==> src/rtl/ball_launcher_pkg.sv <==
// Shared constants and state type for the spring-lane ball launcher.
// Latency: n/a (declarations only).
// Backpressure: n/a.
package ball_launcher_pkg;

    // Screen geometry for the main playfield launch lane.
    localparam int SCREEN_MAIN_BALL_HEIGHT = 16;
    localparam int SCREEN_MAIN_LANE_X      = 600;
    localparam int SCREEN_MAIN_LANE_EXIT_Y = 64;

    // Physics: pixels/frame added to vertical speed each frame (down is positive).
    localparam int PHYS_GRAVITY = 1;

    typedef enum logic [1:0] {
        REST    = 2'd0,
        FLY     = 2'd1,
        HANDOFF = 2'd2,
        DONE    = 2'd3
    } launcher_state_t;

    // Positions are computed in int and wrapped to the 11-bit signed screen range.
    function automatic logic signed [10:0] to_y11(input int v);
        return v[10:0];
    endfunction

endpackage

==> src/rtl/ball_launcher.sv <==
// Holds the ball on the spring, flies it up the launch lane under gravity, hands it off.
// Latency: all outputs registered; REST tracks the spring 1 cycle late, FLY steps per frame tick.
// Backpressure: HANDOFF holds handoffValid with frozen position/speed until handoffReady.
//
// Ports:
//   clk, reset (sync, active-high), reset_level (sync restart, same effect as reset)
//   startOfFrame   : one-cycle frame tick driving the flight physics
//   springTopLeftY : spring head Y; ball rests BALL_HEIGHT above it
//   springSpeedY   : negative at spring release, sampled only in REST
//   ballTopLeftX/Y, ballSpeedY : ball state while in the lane
//   inLane         : low only once the ball has been handed off
//   handoffValid/handoffReady  : valid/ready offer of the ball to the ball controller
module ball_launcher
    import ball_launcher_pkg::*;
#(
    parameter int BALL_HEIGHT = SCREEN_MAIN_BALL_HEIGHT,
    parameter int LANE_X      = SCREEN_MAIN_LANE_X,
    parameter int LANE_EXIT_Y = SCREEN_MAIN_LANE_EXIT_Y,
    parameter int GRAVITY     = PHYS_GRAVITY
) (
    input  logic               clk,
    input  logic               reset,
    input  logic               startOfFrame,
    input  logic               reset_level,
    input  logic signed [10:0] springTopLeftY,
    input  int                 springSpeedY,
    output logic signed [10:0] ballTopLeftX,
    output logic signed [10:0] ballTopLeftY,
    output int                 ballSpeedY,
    output logic               inLane,
    output logic               handoffValid,
    input  logic               handoffReady
);

    launcher_state_t    state_q, state_d;
    logic signed [10:0] y_q, y_d;
    int                 speed_q, speed_d;
    logic               valid_q, valid_d;
    logic               in_lane_q, in_lane_d;

    int                 rest_y_int;
    logic signed [10:0] rest_y;
    logic signed [10:0] fly_y;
    int                 fly_speed;

    always_comb begin
        // Resting position and the candidate next-frame flight step, both from old values.
        rest_y_int = int'(springTopLeftY) - BALL_HEIGHT;
        rest_y     = to_y11(rest_y_int);
        fly_y      = to_y11(int'(y_q) + speed_q);
        fly_speed  = speed_q + GRAVITY;

        state_d   = state_q;
        y_d       = y_q;
        speed_d   = speed_q;
        valid_d   = valid_q;
        in_lane_d = in_lane_q;

        if (reset || reset_level) begin
            state_d   = REST;
            y_d       = '0;
            speed_d   = 0;
            valid_d   = 1'b0;
            in_lane_d = 1'b1;
        end else begin
            unique case (state_q)
                REST: begin
                    y_d     = rest_y;
                    speed_d = 0;
                    if (startOfFrame && springSpeedY < 0) begin
                        speed_d = springSpeedY;
                        state_d = FLY;
                    end
                end
                FLY: begin
                    if (startOfFrame) begin
                        y_d     = fly_y;
                        speed_d = fly_speed;
                        // Lane exit wins over falling back onto the spring.
                        if (int'(fly_y) <= LANE_EXIT_Y) begin
                            state_d = HANDOFF;
                            valid_d = 1'b1;
                        end else if (fly_speed > 0 && int'(fly_y) >= rest_y_int) begin
                            state_d = REST;
                            y_d     = rest_y;
                            speed_d = 0;
                        end
                    end
                end
                HANDOFF: begin
                    if (handoffReady) begin
                        state_d   = DONE;
                        valid_d   = 1'b0;
                        in_lane_d = 1'b0;
                    end
                end
                DONE: begin
                    // Ball belongs to the ball controller; hold everything.
                end
                default: begin
                    state_d = REST;
                end
            endcase
        end
    end

    always_ff @(posedge clk) begin
        state_q   <= state_d;
        y_q       <= y_d;
        speed_q   <= speed_d;
        valid_q   <= valid_d;
        in_lane_q <= in_lane_d;
    end

    assign ballTopLeftX = 11'(LANE_X);
    assign ballTopLeftY = y_q;
    assign ballSpeedY   = speed_q;
    assign inLane       = in_lane_q;
    assign handoffValid = valid_q;

endmodule

==> config.mk <==
export PLATFORM = sky130hd
export DESIGN_NAME = ball_launcher
export DESIGN_NICKNAME = d
export VERILOG_FILES = /design/src/rtl/ball_launcher_pkg.sv /design/src/rtl/ball_launcher.sv
export SDC_FILE = /design/constraint.sdc
export NUM_CORES = 1
export LEC_CHECK = 0
export BUFFER_PORTS_ARGS = -buffer_cell sky130_fd_sc_hd__clkbuf_2
export CORE_ASPECT_RATIO = 0.8
export CORE_MARGIN = 2
export CORE_UTILIZATION = 50
export CTS_CLUSTER_SIZE = 12
export DETAILED_ROUTE_END_ITERATION = 8
export PLACE_DENSITY_LB_ADDON = 0.12
export SLEW_MARGIN = 20
export SYNTH_ARGS = -nofsm -noshare
export SYNTH_HDL_FRONTEND = slang
export SYNTH_SLANG_ARGS = --single-unit
==> constraint.sdc <==
create_clock -name clk -period 5.6 [get_ports clk]
set_input_delay 1.4 -clock clk [delete_from_list [all_inputs] [get_ports clk]]
set_output_delay 1.4 -clock clk [all_outputs]
set_load 0.02 [all_outputs]
==> Word-level counts from Yosys, hierarchy flattened <==
Index checks and enable logic that the tools add are counted.
{ "classes": {"addsub": 3, "order_cmp": 4, "n_eq_ne": 7, "muxes": 19, "n_reduce_logical": 11} }
{ "op_table": {"columns": ["cell", "count"], "rows": [
  ["$mux 32", 4],
  ["$pmux 32 s2", 1],
  ["$mux 11", 3],
  ["$add 32x2->32 const B", 1],
  ["$gt 32x1->1 const B", 1],
  ["$lt 32x1->1 const B", 1],
  ["$pmux 11 s2", 1],
  ["$ge 11x12->1", 1],
  ["$sub 11x6->12 const B", 1],
  ["$add 11x11->11", 1],
  ["$le 11x8->1 const B", 1],
  ["$mux 2", 5],
  ["$ne 2x2->1 const B", 4],
  ["$pmux 2 s3", 1],
  ["$reduce_and 5->1", 1],
  ["$reduce_and 2->1", 2],
  ["$reduce_and 4->1", 1],
  ["$reduce_bool 2->1", 2],
  ["$mux 1", 3],
  ["$ne 3x3->1 const B", 1],
  ["$reduce_bool 3->1", 1],
  ["$eq 2x1->1 const B", 1],
  ["$eq 2x2->1 const B", 1],
  ["$logic_and 1x1->1", 2],
  ["other kinds (3)", 3]
]} }
{ "totals": {"regBits": 47, "output_inout_bits": 56, "wordCells": 49} }

==> Depth between registers and ports, before layout <==
{ "depth": {"depth_word": 7, "ltp_mapped": 19} }

==> Worst setup path before layout <==
Ideal clock, no wire load.
{ "synth_timing": {"path_kind": "register to register", "startpoint": "register speed_q, in the netlist ballSpeedY[0]", "endpoint": "register speed_q, in the netlist ballSpeedY[26]", "setup_ps": 128, "arrival_ps": 3778, "t_required_ps": 5472, "path_slack_ps": 1694, "stages_incl_launch_ff": 19, "path_buffers": 2, "period_less_slack_ps": 3906, "path_cell_list": "dfxtp_1 > ha_1 > inv_1 > fa_1 > nor2b_1 > o2111ai_1 > a31oi_1 > nor4_1 > nor3_1 > ha_1 > inv_1 > nor3_1 > a221o_1 > nor2_1 > a31oi_2 > buf_6 > buf_8 > a222oi_1 > nor2_1"} }
{ "synth_via": {"elab_chain_len": 7, "word_cells_on_any_way": 10, "classes_between": "2 x add/sub; 3 x order compare; 4 x mux; 1 x reduce/logical"} }
{ "synth_lines": {"columns": ["item", "line_no", "source"], "rows": [
  ["from (decl)", "ball_launcher.sv:37", "int speed_q, speed_d;"],
  ["from (signal assigned)", "ball_launcher.sv:110", "speed_q <= speed_d;"],
  ["$add 32x2->32 or $add 11x11->11 (tied branches)", "ball_launcher.sv:51, ball_launcher.sv:50", null],
  ["$gt 32x1->1 or $ge 11x12->1 (tied branches)", "ball_launcher.sv:83", "end else if (fly_speed > 0 && int'(fly_y) >= rest_y_int) begin"],
  ["$logic_and 1x1->1", "ball_launcher.sv:83", null],
  ["$mux 32", "ball_launcher.sv:83", null],
  ["$mux 32 *", "ball_launcher.sv:80", "if (int'(fly_y) <= LANE_EXIT_Y) begin"],
  ["$mux 32 *", "ball_launcher.sv:76", "if (startOfFrame) begin"],
  ["$pmux 32 s2 *", "ball_launcher.sv:66", "unique case (state_q)"]
]} }
Mark *: on every way between the ends. The rest lies on a longest branch, timed or not. The select of a mux whose other input is x is not followed.
A chain may end at the register's enable or synchronous reset.

==> Worst setup path in the final report <==
{ "layout_timing": {"startpoint": "register speed_q, in the netlist ballSpeedY[0]", "endpoint": "register speed_q, in the netlist ballSpeedY[16]"} }
Same word-level chain as after synthesis.

==> results by group <==
Status
  – Run status: finished, final reports clean

Worst setup path
  – CP Class: reg -> reg
  – Slowest-stage cell, CP: dfxtp_1
  – Crit-path max FO: 18
  – CP bufs+invs: 3
  – Arrival @ worst endpoint: approximately 4.8 ns
  – Startpoint types: flop
  – Crit. End Element: flop
  – Crit-path cells: ha_1, inv_1, fa_1, nor2b_1, o2111ai_1, a31oi_1, nor4_1, nor3_1, ha_1, inv_1, nor3_1, a221o_1, nor2_1, a31oi_4, buf_4, a221oi_1, a211oi_1
  – Worst path max stage delay: 0.50 ns
  – Worst path required time: 5.75 ns
  – CP top delay family: compound AO/OA/AOI/OAI gates

Place
  – I/O Buffers: 92
  – Cell count after placement: around 730
  – Post-DP HPWL: roughly 9200 microns
  – Placer Congestion: 0.9419

Global route
  – Gr ovfl total: 0
  – Tot GR Track Use: about a quarter
  – First-pass GRT wire length: 19,750 microns
  – Number of global-route vias before repair: roughly 4,000
  – Pin count of the biggest net entering global routing: 37
  – Initial antenna violation count: 0

Worst hold path
  – HP Class: reg -> reg

CTS
  – Clock latency on the worst-skew pair: 0.31 ns
  – Post-CTS setup buffers: 0
  – Post-cts sizing count: 0
  – TritonCTS Buffers: 5
  – CTS root buffer: clkbuf_8
  – CTS clk-pin slew, worst paths: roughly 0.1 ns
  – CTS tree: done
  – Hold_buf cts: 0
  – Sinks on the clock net: 47
  – H-tree depth: 2
  – Clk buf depth: 2

Logic synthesis
  – Post-synthesis async set-or-reset flop share: 0%
  – Synth Area per Inst: around 7.5 sq um
  – Synth unique cells: 73
  – Main synth FF type: dfxtp_1
  – Synth Register Bits: 47
  – Seq/Total Area, Yosys: 22.23%
  – Cell area after synthesis: ~0.0042 sq mm
  – Number of synthesized flops with an enable pin: 0
  – Yosys warns: 0
  – Synth Instances: about 560

Drt
  – Routed Antenna Nets: 0
  – DRC: 0
  – Avg WL per Cell: between 15 and 20 microns
  – DR vias: roughly 4,400
  – Via density per instance: ~6
  – Final WL: approximately 12,000 microns
  – DRT iter0 DRCs: 314
  – Drt first pass iters: 5

Timing
  – Post-route clock period utilization: just over 80%
  – Count of pins over their slew limit: 0
  – Layout Skew: 0.01026 ns
  – Max Clk Rate: about 0.22 GHz
  – Setup violations, final: 0
  – Slew HR: around 28%
  – Unrepaired setup endpoints after global routing: false
  – Slew @ Worst Pin: 1.058 ns
  – Setup TNS: 0 ns
  – Hold Fails Final Rpt: 0
  – Crit path time final: 4.630 ns

Floorplan
  – Num rows: 29
  – Horiz. Die Dim: 106.9 microns
  – Starting Density: a little over half
  – Die area: 0.009222 sq mm
  – I/O pins: ~100
  – Core area: 0.008055 sq mm
  – Chip height: about 86 microns

Pwr
  – Peak VDD IR: 0.0001737 V
  – Pleak: 0.001953 uW
  – PD cells: 186.4 mW/mm^2

Finish
  – Final net count: roughly 710
  – Share of cells above drive strength 1: around a fifth
  – Layout area overhead: 13.42%
  – Final Non-Filler Cells: roughly 740
  – Antenna Diode Count: 0

Run
  – Maxcap violations: 0
==> per-layer routing <==
layer  share of wire (%)  global-route usage (%)  up-vias  routed length [microns]
li1                    -                       -     2193                        -
met1                  48                   38.37     2037                     5964
met5                   0                       0        -                        0
met3                 7.3                   3.835       12                      902
met4                 1.2                   5.903        0                      154
met2                  43                   42.10      165                     5300
==> placed cells by master, fill, tap and decap left out, types with 7 or more instances in the layout <==
cell / n
mux2i_1: 7
o21ai_0: 25
nor2_1: 31
a221oi_1: 7
nand4_1: 10
dfxtp_1: 47
nor3_1: 31
nand3_1: 36
nand2_1: 41
clkbuf_2: 92
a21o_1: 9
xor2_1: 8
and3_1: 10
inv_1: 26
ha_1: 29
xnor2_1: 20
a21oi_1: 48
a22oi_1: 16
a31oi_1: 12
conb_1: 11
==> worst register-to-register path, delay by kind of cell, from the launching register on <==
family	cells	cell delay, ns
DFF	1	0.50
and+or+nand+nor	5	1.13
adders and majority gates	3	0.96
buffers and inverters	3	0.45
AOI/OAI and AO/OA	6	1.42
==> stage by stage <==
stage / power (uW) / hold WS (ns) / worst slack, ns / utilization (%) / cell area, sq um
2_1_floorplan: 526.2 / 0.4869 / 1.694 / - / 4267
3_3_place_gp: 587.4 / 0.4325 / 1.264 / 57.92 / 4666
3_5_place_dp: 592.2 / 0.4391 / 1.019 / 57.95 / 4668
4_1_cts: 894.3 / 0.4522 / 1.003 / 59.60 / 4801
5_1_grt: 935.2 / 0.4605 / 0.5783 / 59.60 / 4801
6_report: 894.7 / 0.4490 / 0.9701 / 59.60 / 4801
==> worst paths after layout <==
path,start,depth (start not counted),endpoint,slack [ns]
max,ballSpeedY[0],17,ballSpeedY[16],0.97
min,inLane,2,inLane,0.45
max reg2reg,ballSpeedY[0],17,ballSpeedY[16],0.97
min reg2reg,inLane,2,inLane,0.45
==> power breakdown <==
part | switching, uW | internal [uW]
registers | 20.1 | 346
logic | 140 | 82.1
clock network | 128 | 179
total | 288 | 607
==> cell usage after synthesis (4+ instances only) <==
cell       n  share of area (%)
ha_1      29                8.6
a22oi_1   16                2.8
mux2i_1    8                1.9
nand3_1   36                4.3
nor2b_1    4               0.59
clkbuf_1  24                2.1
buf_4     12                2.1
and3_1    10                1.5
xnor2_1   20                4.1
a221oi_1   7                1.4
a31oi_1   12                1.8
a21oi_1   48                5.7
nor3_1    32                3.8
a211oi_1   6                1.1
xor2_1     8                1.7
nor2_1    32                2.8
inv_1     26                2.3
or3_1      5               0.74
nand4_1   10                1.5
nand2_1   41                3.6
dfxtp_1   47                 22
and2_1     6               0.89
buf_2     10                1.2
nor4_1     5               0.74
nand2b_1   5               0.74
o21ai_1    6               0.71
o21ai_0   25                3.0
a21o_1     9                1.6
==> state kept, by name (all words and copies together) (netlist names) <==
| name | count |
|---|---|
| state_q | 2 |
| handoffValid | 1 |
| ballSpeedY | 32 |
| ballTopLeftY | 11 |
| inLane | 1 |
==> layout make-up <==
cell class,count,area (sq um)
Clock buffer,6,72.57
Timing Repair Buffer,98,505.5
Inverter,26,97.59
Tap cell,108,135.1
Clock inverter,2,60.06
Fill cell,785,3254
Sequential cell,47,940.9
Multi-Input combinational cell,450,2989
==> kinds of logic after synthesis <==
group	synth area share (%)
buffers and inverters	8.631
other	0.1774
muxes	2.690
xor gates and xnor gates	5.794
adders and majority gates	9.045
AOI/OAI and AO/OA	24.24
and+or+nand+nor	27.19
DFF	22.23
No activity file was read; power rests on OpenSTA's default activity.
